**config.mk**
```make
export PLATFORM = sky130hd
export DESIGN_NAME = spi_master_ctrl
export DESIGN_NICKNAME = d
export VERILOG_FILES = /design/src/rtl/spi_master_ctrl.sv
export SDC_FILE = /design/constraint.sdc
export NUM_CORES = 1
export LEC_CHECK = 0
export ABC_CLOCK_PERIOD_IN_PS = 3500
export CAP_MARGIN = 25
export CELL_PAD_IN_SITES_DETAIL_PLACEMENT = 1
export CELL_PAD_IN_SITES_GLOBAL_PLACEMENT = 1
export CORE_UTILIZATION = 43
export CTS_CLUSTER_DIAMETER = 120
export DETAILED_ROUTE_END_ITERATION = 8
export PLACE_DENSITY_LB_ADDON = 0.1
export SYNTH_ARGS = -nofsm -noshare
export SYNTH_HDL_FRONTEND = slang
export SYNTH_SLANG_ARGS = --single-unit
```
**constraint.sdc**
```tcl
create_clock -name clk -period 3.5 [get_ports clk]
set_clock_uncertainty 0.05 [all_clocks]
set_input_delay 0.875 -clock clk [delete_from_list [all_inputs] [get_ports clk]]
set_output_delay 0.875 -clock clk [all_outputs]
set_load 0.05 [all_outputs]
```
**src/rtl/spi_master_ctrl.sv**
```systemverilog
// SPI master: DATA_W-bit frames, MSB first, sck idles low, miso captured on sck falling edges.
// Define SPI_MASTER_LOOPBACK_EN to add a loopback input that samples internal mosi instead of miso.
module spi_master_ctrl #(
  parameter int DATA_W   = 32,
  parameter int CLK_DIV  = 4,
  parameter int CS_SETUP = 2,
  parameter int CS_HOLD  = 2,
  parameter int CS_IDLE  = 2
) (
  input  logic              clk,
  input  logic              rst,
  input  logic              tx_valid,
  output logic              tx_ready,
  input  logic [DATA_W-1:0] tx_data,
  output logic              rx_valid,
  output logic [DATA_W-1:0] rx_data,
  output logic              busy,
  output logic              sck,
  output logic              csn,
  output logic              mosi,
`ifdef SPI_MASTER_LOOPBACK_EN
  input  logic              loopback,
`endif
  input  logic              miso
);

  localparam int MAX_SH  = (CS_SETUP > CS_HOLD) ? CS_SETUP : CS_HOLD;
  localparam int MAX_DI  = (CLK_DIV > CS_IDLE) ? CLK_DIV : CS_IDLE;
  localparam int MAX_CNT = (MAX_SH > MAX_DI) ? MAX_SH : MAX_DI;
  localparam int CNT_W   = $clog2(MAX_CNT);
  localparam int BIT_W   = $clog2(DATA_W + 1);

  localparam logic [CNT_W-1:0] SETUP_LAST = CNT_W'(CS_SETUP - 1);
  localparam logic [CNT_W-1:0] DIV_LAST   = CNT_W'(CLK_DIV - 1);
  localparam logic [CNT_W-1:0] HOLD_LAST  = CNT_W'(CS_HOLD - 1);
  localparam logic [CNT_W-1:0] IDLE_LAST  = CNT_W'(CS_IDLE - 1);
  localparam logic [BIT_W-1:0] BIT_LAST   = BIT_W'(DATA_W - 1);
  localparam logic [CNT_W-1:0] CNT_ONE    = CNT_W'(1);
  localparam logic [BIT_W-1:0] BIT_ONE    = BIT_W'(1);

  typedef enum logic [2:0] {IDLE, SETUP, XFER, HOLD, GAP} state_t;

  state_t              state_q, state_d;
  logic [CNT_W-1:0]    cnt_q, cnt_d;
  logic [BIT_W-1:0]    bit_q, bit_d;
  logic                sck_q, sck_d;
  logic                csn_q, csn_d;
  logic                mosi_q, mosi_d;
  logic [DATA_W-1:0]   tx_shift_q, tx_shift_d;
  logic [DATA_W-1:0]   rx_shift_q, rx_shift_d;
  logic [DATA_W-1:0]   rx_data_q, rx_data_d;
  logic                rx_valid_q, rx_valid_d;
  logic                accept;
  logic                sample_bit;

`ifdef SPI_MASTER_LOOPBACK_EN
  logic                lb_q, lb_d;
  assign sample_bit = lb_q ? mosi_q : miso;
`else
  assign sample_bit = miso;
`endif

  assign tx_ready = (state_q == IDLE) && !rst;
  assign accept   = tx_valid && tx_ready;
  assign busy     = (state_q != IDLE);
  assign sck      = sck_q;
  assign csn      = csn_q;
  assign mosi     = mosi_q;
  assign rx_valid = rx_valid_q;
  assign rx_data  = rx_data_q;

  always_ff @(posedge clk) begin
    if (rst) begin
      state_q    <= IDLE;
      cnt_q      <= '0;
      bit_q      <= '0;
      sck_q      <= 1'b0;
      csn_q      <= 1'b1;
      mosi_q     <= 1'b0;
      tx_shift_q <= '0;
      rx_shift_q <= '0;
      rx_data_q  <= '0;
      rx_valid_q <= 1'b0;
`ifdef SPI_MASTER_LOOPBACK_EN
      lb_q       <= 1'b0;
`endif
    end else begin
      state_q    <= state_d;
      cnt_q      <= cnt_d;
      bit_q      <= bit_d;
      sck_q      <= sck_d;
      csn_q      <= csn_d;
      mosi_q     <= mosi_d;
      tx_shift_q <= tx_shift_d;
      rx_shift_q <= rx_shift_d;
      rx_data_q  <= rx_data_d;
      rx_valid_q <= rx_valid_d;
`ifdef SPI_MASTER_LOOPBACK_EN
      lb_q       <= lb_d;
`endif
    end
  end

  always_comb begin
    state_d    = state_q;
    cnt_d      = cnt_q;
    bit_d      = bit_q;
    sck_d      = sck_q;
    csn_d      = csn_q;
    mosi_d     = mosi_q;
    tx_shift_d = tx_shift_q;
    rx_shift_d = rx_shift_q;
    rx_data_d  = rx_data_q;
    rx_valid_d = 1'b0;
`ifdef SPI_MASTER_LOOPBACK_EN
    lb_d       = lb_q;
`endif
    unique case (state_q)
      IDLE: begin
        if (accept) begin
          tx_shift_d = tx_data;
          rx_shift_d = '0;
          bit_d      = '0;
          cnt_d      = '0;
          csn_d      = 1'b0;
          mosi_d     = tx_data[DATA_W-1];
          state_d    = SETUP;
`ifdef SPI_MASTER_LOOPBACK_EN
          lb_d       = loopback;
`endif
        end
      end
      SETUP: begin
        if (cnt_q == SETUP_LAST) begin
          cnt_d   = '0;
          state_d = XFER;
        end else begin
          cnt_d = cnt_q + CNT_ONE;
        end
      end
      XFER: begin
        if (cnt_q == DIV_LAST) begin
          cnt_d = '0;
          sck_d = ~sck_q;
          if (sck_q) begin
            rx_shift_d = {rx_shift_q[DATA_W-2:0], sample_bit};
            bit_d      = bit_q + BIT_ONE;
            if (bit_q == BIT_LAST) begin
              state_d = HOLD;
            end
          end else if (bit_q != '0) begin
            // Rotate rather than shift so the word is intact; only bit DATA_W-2 is ever driven next.
            tx_shift_d = {tx_shift_q[DATA_W-2:0], tx_shift_q[DATA_W-1]};
            mosi_d     = tx_shift_q[DATA_W-2];
          end
        end else begin
          cnt_d = cnt_q + CNT_ONE;
        end
      end
      HOLD: begin
        if (cnt_q == HOLD_LAST) begin
          cnt_d      = '0;
          csn_d      = 1'b1;
          mosi_d     = 1'b0;
          rx_data_d  = rx_shift_q;
          rx_valid_d = 1'b1;
          state_d    = GAP;
        end else begin
          cnt_d = cnt_q + CNT_ONE;
        end
      end
      GAP: begin
        if (cnt_q == IDLE_LAST) begin
          cnt_d   = '0;
          state_d = IDLE;
        end else begin
          cnt_d = cnt_q + CNT_ONE;
        end
      end
      default: begin
        state_d = IDLE;
      end
    endcase
  end

endmodule

```
==> results of run 1 <==
==> layer usage <==
layer / up-vias / track usage / share of wire
li1: 2074 / - / -
met1: 2053 / 0.2892 / 0.48
met2: 72 / 0.3695 / 0.48
met3: 17 / 0.02845 / 0.029
met4: 0 / 0.07730 / 0.016
met5: - / 0 / 0
==> power by group through the flow <==
stage / Combinational (W) / Clock, W / Sequential (W)
global route: 0.000341 / 0.000861 / 0.00135
global placement: 0.000300 / 0 / 0.00137
floorplan: 0.000212 / 0 / 0.00136
detailed placement: 0.000312 / 0 / 0.00137
finish: 0.000314 / 0.000792 / 0.00134
CTS: 0.000313 / 0.000812 / 0.00134
==> cell usage in the layout (no fill, tap or decap), types with 2 or more instances in the layout <==
cell type	synthesis	final
nand2b_1	4	4
mux2i_1	32	32
a311oi_1	2	2
ha_1	5	5
nor2b_1	2	2
nor2_1	8	8
or3b_2	2	3
nand4_1	33	33
inv_1	7	7
buf_4	0	15
a221oi_2	2	2
clkbuf_1	41	2
nor2_4	2	2
clkbuf_8	0	11
a211oi_2	7	7
or4_1	2	2
a21oi_1	71	71
nand3_1	5	5
and2_1	2	2
and3_1	3	3
dfxtp_1	111	111
xor2_1	2	2
nand2_1	73	73
o21ai_0	32	32
a211oi_1	25	25
a31oi_1	34	34
nor3_1	3	3
clkdlybuf4s50_1	0	70
o21ai_1	5	4
==> registers in the layout, summed over array words and instances (netlist names) <==
register / flops
bit_q: 6
cnt_q: 2
csn: 1
mosi: 1
rx_data: 32
rx_shift_q: 32
rx_valid: 1
sck: 1
state_q: 3
tx_shift_q: 32
==> final timing paths <==
| path | to | slack [ns] | start |
|---|---|---|---|
| max | tx_ready | 0.74 | state_q[1]$_SDFFE_PP0P_ |
| max reg2reg | bit_q[4]$_SDFFE_PP0P_ | 0.99 | state_q[1]$_SDFFE_PP0P_ |
| min | rx_data[13]$_SDFFE_PP0P_ | 0.41 | rx_data[13]$_SDFFE_PP0P_ |
| min reg2reg | rx_data[13]$_SDFFE_PP0P_ | 0.41 | rx_data[13]$_SDFFE_PP0P_ |
==> area by class of cell <==
type	count	area share
multi-input combinational	371	0.3961
sequential	111	0.3854
timing repair buffer	87	0.1493
tap	140	0.03038
clock buffer	13	0.02756
clock inverter	2	0.006727
inverter	7	0.004557
==> cell families after synthesis <==
family                   count (synthesis)  share of synthesized area
AND/OR/NAND/NOR                        146                     0.1539
XOR/XNOR                                 2                   0.003658
buffers and inverters                   66                    0.06008
flip-flops                             111                     0.4639
AO/OA/AOI/OAI                          186                     0.2385
multiplexers                            32                    0.06688
adder cells (fa/ha/maj)                  5                    0.01306
==> per-stage QoR <==
stage                     utilization  total power (W)
final                          0.5319         0.002448
after floorplan                     -         0.001576
after global routing           0.5319         0.002551
after detailed placement       0.5111         0.001683
after CTS                      0.5293         0.002468
after global placement         0.5111         0.001668
==> cells in the mapped netlist, types with 3 or more instances <==
master / n / area (sq um)
and3_1: 3 / 18.77
nand3_1: 5 / 25.02
a211oi_2: 7 / 87.58
buf_2: 14 / 70.07
a31oi_1: 34 / 212.7
o21ai_0: 32 / 160.2
nor2_1: 8 / 30.03
clkbuf_1: 41 / 153.9
inv_1: 7 / 26.28
nor3_1: 3 / 15.01
a21oi_1: 71 / 355.3
nand4_1: 33 / 206.5
buf_6: 3 / 33.78
dfxtp_1: 111 / 2222
a211oi_1: 25 / 187.7
mux2i_1: 32 / 320.3
o21ai_1: 5 / 25.02
ha_1: 5 / 62.56
nand2b_1: 4 / 25.02
nand2_1: 73 / 274.0
==> critical path, cell delays in order (launching register included) <==
cell and delay, ns:
dfxtp_1 0.54, nor3_1 0.43, inv_1 0.17, nor2_1 0.12, buf_4 0.20
==> impl_metrics.ini, run 1 <==
[logic_synthesis]
synth_fp_nets = 589
avgSynthCellArea_sq_um = 8.740
yosysUniqueCellTypes = 44
synth_edf_count = 0
ys_async_sr_fraction = 0
yosysWarnings = 0
ys.flop_type = dfxtp_1
synthCells = 548
ys_seq_area_frac = 0.4639
netlist_area_sq_mm = 0.004790
ys_seq_elements = 111

[worst_setup_path]
rr_worst_depth = 4
cp-end-kind = primary output
arrival_ns = 1.83
crit_fanout = 22
criticalPathCategory = flip-flop to primary output
start_kind = flip-flop
worstPathRequired_ns = 2.57

[finish]
finalNonFillerCells = 731
fillerInstances = 1277
stdcell_area_sq_mm = 0.005766
multi_input_area_sq_mm = 0.002283
syn_to_final_growth_pct = 20.38
antenna_cells = 0
nets = 628
seqCellArea_sq_mm = 0.002222
layout-drive-gt1-share = 0.07953

[clocking]
clock_latency_ns = 0.37
cts_resized = 0
clock_path_buffers = 2
cts_tree = yes
clkSinkCount = 111
numCtsBuffers = 9
cts_root_buffer = clkbuf_8
path_clk_slew_ns = 0.10
cts_setup_buffers = 0
htreeDepth = 3
cts_hold_buf = 0

[power]
power_density_mw_per_mm2 = 424.5
ir_drop_uv = 186.6
swShare = 0.2606
seqPwrFrac = 0.548
p_sw_w = 0.0006378
combPwrFrac = 0.128
p_leak_nw = 2.054
p_clk_frac = 0.324
p_int_w = 0.001810

[floorplan]
die_h_um = 107.5
initial_utilization = 0.4418
fp.dieW_um = 107.5
rows = 38
pin_count = 74
fp.dieArea_sq_mm = 0.01156
coreArea_sq_mm = 0.01084

[placed_design]
dp_hpwl_um = 7581
pre_cts_slack_ns = 0.5150
port_buffers = 73
post-place-cells = 715
gp_congestion = 0.7593
placed_area_sq_mm = 0.005540

[timing]
finalMaxSlewViolations = 0
fmax_mhz = 362.5
grt_setup_unrepaired = no
final.setup.tns_ns = 0
final_hold_viol_count = 0
period_needed_ns = 2.759
setup_viol_count_final = 0
setup_ws_ns = 0.7411
relSlewSlack = 0.4276
final.period_utilization = 0.7883
worst_pin_slew_ns = 0.8567
hold-worst-slack_ns = 0.4078

[detailed_routing]
avgRoutedWirePerCell_um = 16.58
postRouteAntennaNets = 0
routed_via_density = 5.767
via_count = 4216
dr.first_iter.drc_count = 146
drcViolationCount = 0
drt-total-wl_um = 12120
first_pass_iters = 4

[global_routing]
grt_max_degree = 105
grt_pass1_vias = 4297
grt_usage = 0.2201
antenna_found_initial = 0
overflow = 0
grt_pass1_wl_um = 20470

[worst_hold_path]
holdCritPathClass = flip-flop to flip-flop
hold_depth = 2

[flow_run]
drv_cap = 0

[status]
status = completed
(Power assumes the default switching activity.)
==> run 2, diff against run 1 <==
- ABC_CLOCK_PERIOD_IN_PS: 3500 -> 2900
- CORE_UTILIZATION: 43 -> 40
- clock period: 3.5 -> 2.9 ns (I/O delays scaled with it)
==> run 2 against run 1 <==
The run now ends with DRC left. Non-clock buffer count grew 4. First-iteration DRC count increased by 40%. Core utilization is 2.2 points lower. Combinational power grew 26%. Register-to-register slack got worse by 0.14 ns. Die area increased by 7.4%. Critical path type unchanged. Largest cell class unchanged.
==> impl_metrics.ini, run 2 (same netlist as run 1, synthesis figures left out) <==
[worst_setup_path]
reg2reg_slack_ns = 0.85
max_stage_delay_ns = 0.46
slowest_stage = dfxtp_1
path_depth = 4
cp-end-kind = primary output
criticalPathCategory = flip-flop to primary output
crit_path_start = state_q[2]$_SDFFE_PP0P_
worstPathRequired_ns = 2.12
path_buf_inv = 2
crit-reg2reg-capture = tx_shift_q[19]$_SDFFE_PP0P_
arrival_ns = 1.74
reg2reg_from = bit_q[0]$_SDFFE_PP0P_
rr_worst_depth = 8
timing.critical_path.to = tx_ready
crit_fanout = 13
cp_top_family = simple AND/OR/NAND/NOR gates
start_kind = flip-flop
worstPathCellList = nor3_1 -> inv_1 -> nor2_1 -> buf_4

[finish]
fillerInstances = 1375
layout-drive-gt1-share = 0.08893
post-route-util = 0.5102
nets = 632
antenna_cells = 0
multi_input_area_sq_mm = 0.002283
seqCellArea_sq_mm = 0.002222
mostFrequentLayoutCell = dfxtp_1
final_cell_mix = dfxtp_1 (111), nand2_1 (73), a21oi_1 (71), clkdlybuf4s50_1 (70), a31oi_1 (34)
syn_to_final_growth_pct = 23.20

[detailed_routing]
first_pass_iters = 6
postRouteAntennaNets = 0
drt-total-wl_um = 12490
via_count = 4280
avgRoutedWirePerCell_um = 16.89
dr.first_iter.drc_count = 205
drcViolationCount = 10
routed_via_density = 5.792

[timing]
setup_viol_count_final = 0
fmax_mhz = 397.3
final_hold_viol_count = 0
relSlewSlack = 0.6488
setup_ws_ns = 0.3827
finalMaxSlewViolations = 0
grt_setup_unrepaired = no
final.period_utilization = 0.8680
worst_pin_slew_ns = 0.5252
final.setup.tns_ns = 0
period_needed_ns = 2.517

[floorplan]
fp.dieArea_sq_mm = 0.01242
die_h_um = 111.4
coreArea_sq_mm = 0.01156
initial_utilization = 0.4142
rows = 39
pin_count = 74
fp.dieW_um = 111.4

[clocking]
cts_setup_buffers = 0
cts_root_buffer = clkbuf_16
clock_path_buffers = 2
htreeDepth = 3
path_clk_slew_ns = 0.07
cts_hold_buf = 0
clkSinkCount = 111
cts_resized = 0
cts_tree = yes
numCtsBuffers = 9
clock_latency_ns = 0.35

[placed_design]
port_buffers = 73
dp_hpwl_um = 7695
gp_congestion = 0.7790
pre_cts_slack_ns = 0.3995

[global_routing]
grt_usage = 0.2113
grt_max_degree = 94
antenna_found_initial = 0
grt_pass1_vias = 4342
overflow = 0
grt_pass1_wl_um = 21530

[power]
ir_drop_uv = 260.5
power.total_w = 0.003205
power_density_mw_per_mm2 = 543.2
p_leak_nw = 2.115

[worst_hold_path]
holdCritPathClass = flip-flop to flip-flop

[status]
status = complete, but fails checks
violations = DRC

[flow_run]
drv_cap = 0
-- run 2: worst register-to-register path, delay by kind of cell (launching register included) --
kind,cells,cell delay (ns)
AOI/OAI and AO/OA,1,0.12
adders and majority gates,1,0.20
DFF,1,0.38
buffers and inverters,3,0.63
and+or+nand+nor,3,0.55
-- run 2: final cells by class --
class | count | share of cell area
Sequential cell | 111 | 0.3766
Inverter | 7 | 0.004453
Clock buffer | 11 | 0.04114
Tap cell | 143 | 0.03032
Multi-Input combinational cell | 371 | 0.3870
Clock inverter | 5 | 0.006573
Timing Repair Buffer | 91 | 0.1539
-- run 2: stage by stage --
stage | instances | instance area, sq um | hold slack [ns]
2_1_floorplan | 548 | 4790 | 0.3785
6_report | 739 | 5901 | 0.4035
3_5_place_dp | 723 | 5619 | 0.3959
3_3_place_gp | 723 | 5619 | 0.3938
5_1_grt | 739 | 5901 | 0.4266
4_1_cts | 739 | 5901 | 0.4066
-- run 2: worst min-delay path by stage --
| stage | from | end | slack, ns | cells after the start |
|---|---|---|---|---|
| 6_report | rx_data[16]$_SDFFE_PP0P_ | rx_data[16]$_SDFFE_PP0P_ | 0.40 | 2 |
| 5_1_grt | rx_data[6]$_SDFFE_PP0P_ | rx_data[6]$_SDFFE_PP0P_ | 0.43 | 2 |
| 4_1_cts | rx_data[19]$_SDFFE_PP0P_ | rx_data[19]$_SDFFE_PP0P_ | 0.41 | 2 |
| 3_5_place_dp | rx_data[19]$_SDFFE_PP0P_ | rx_data[19]$_SDFFE_PP0P_ | 0.40 | 2 |
| 3_3_place_gp | rx_data[17]$_SDFFE_PP0P_ | rx_data[17]$_SDFFE_PP0P_ | 0.39 | 2 |
| 2_1_floorplan | rx_shift_q[31]$_SDFFE_PP0P_ | rx_data[31]$_SDFFE_PP0P_ | 0.38 | 2 |
-- run 2: power by group --
| group | total [W] | internal (W) | switching, W |
|---|---|---|---|
| clock network | 0.00120 | 0.000616 | 0.000581 |
| logic | 0.000397 | 0.000167 | 0.000230 |
| registers | 0.00161 | 0.00158 | 0.0000333 |
-- run 2: layer usage --
metal,vias up,share of wire,track usage
li1,2093,-,-
met1,2098,0.48,0.2830
met2,78,0.47,0.3479
met3,11,0.030,0.02667
met4,0,0.015,0.08108
met5,-,0,0
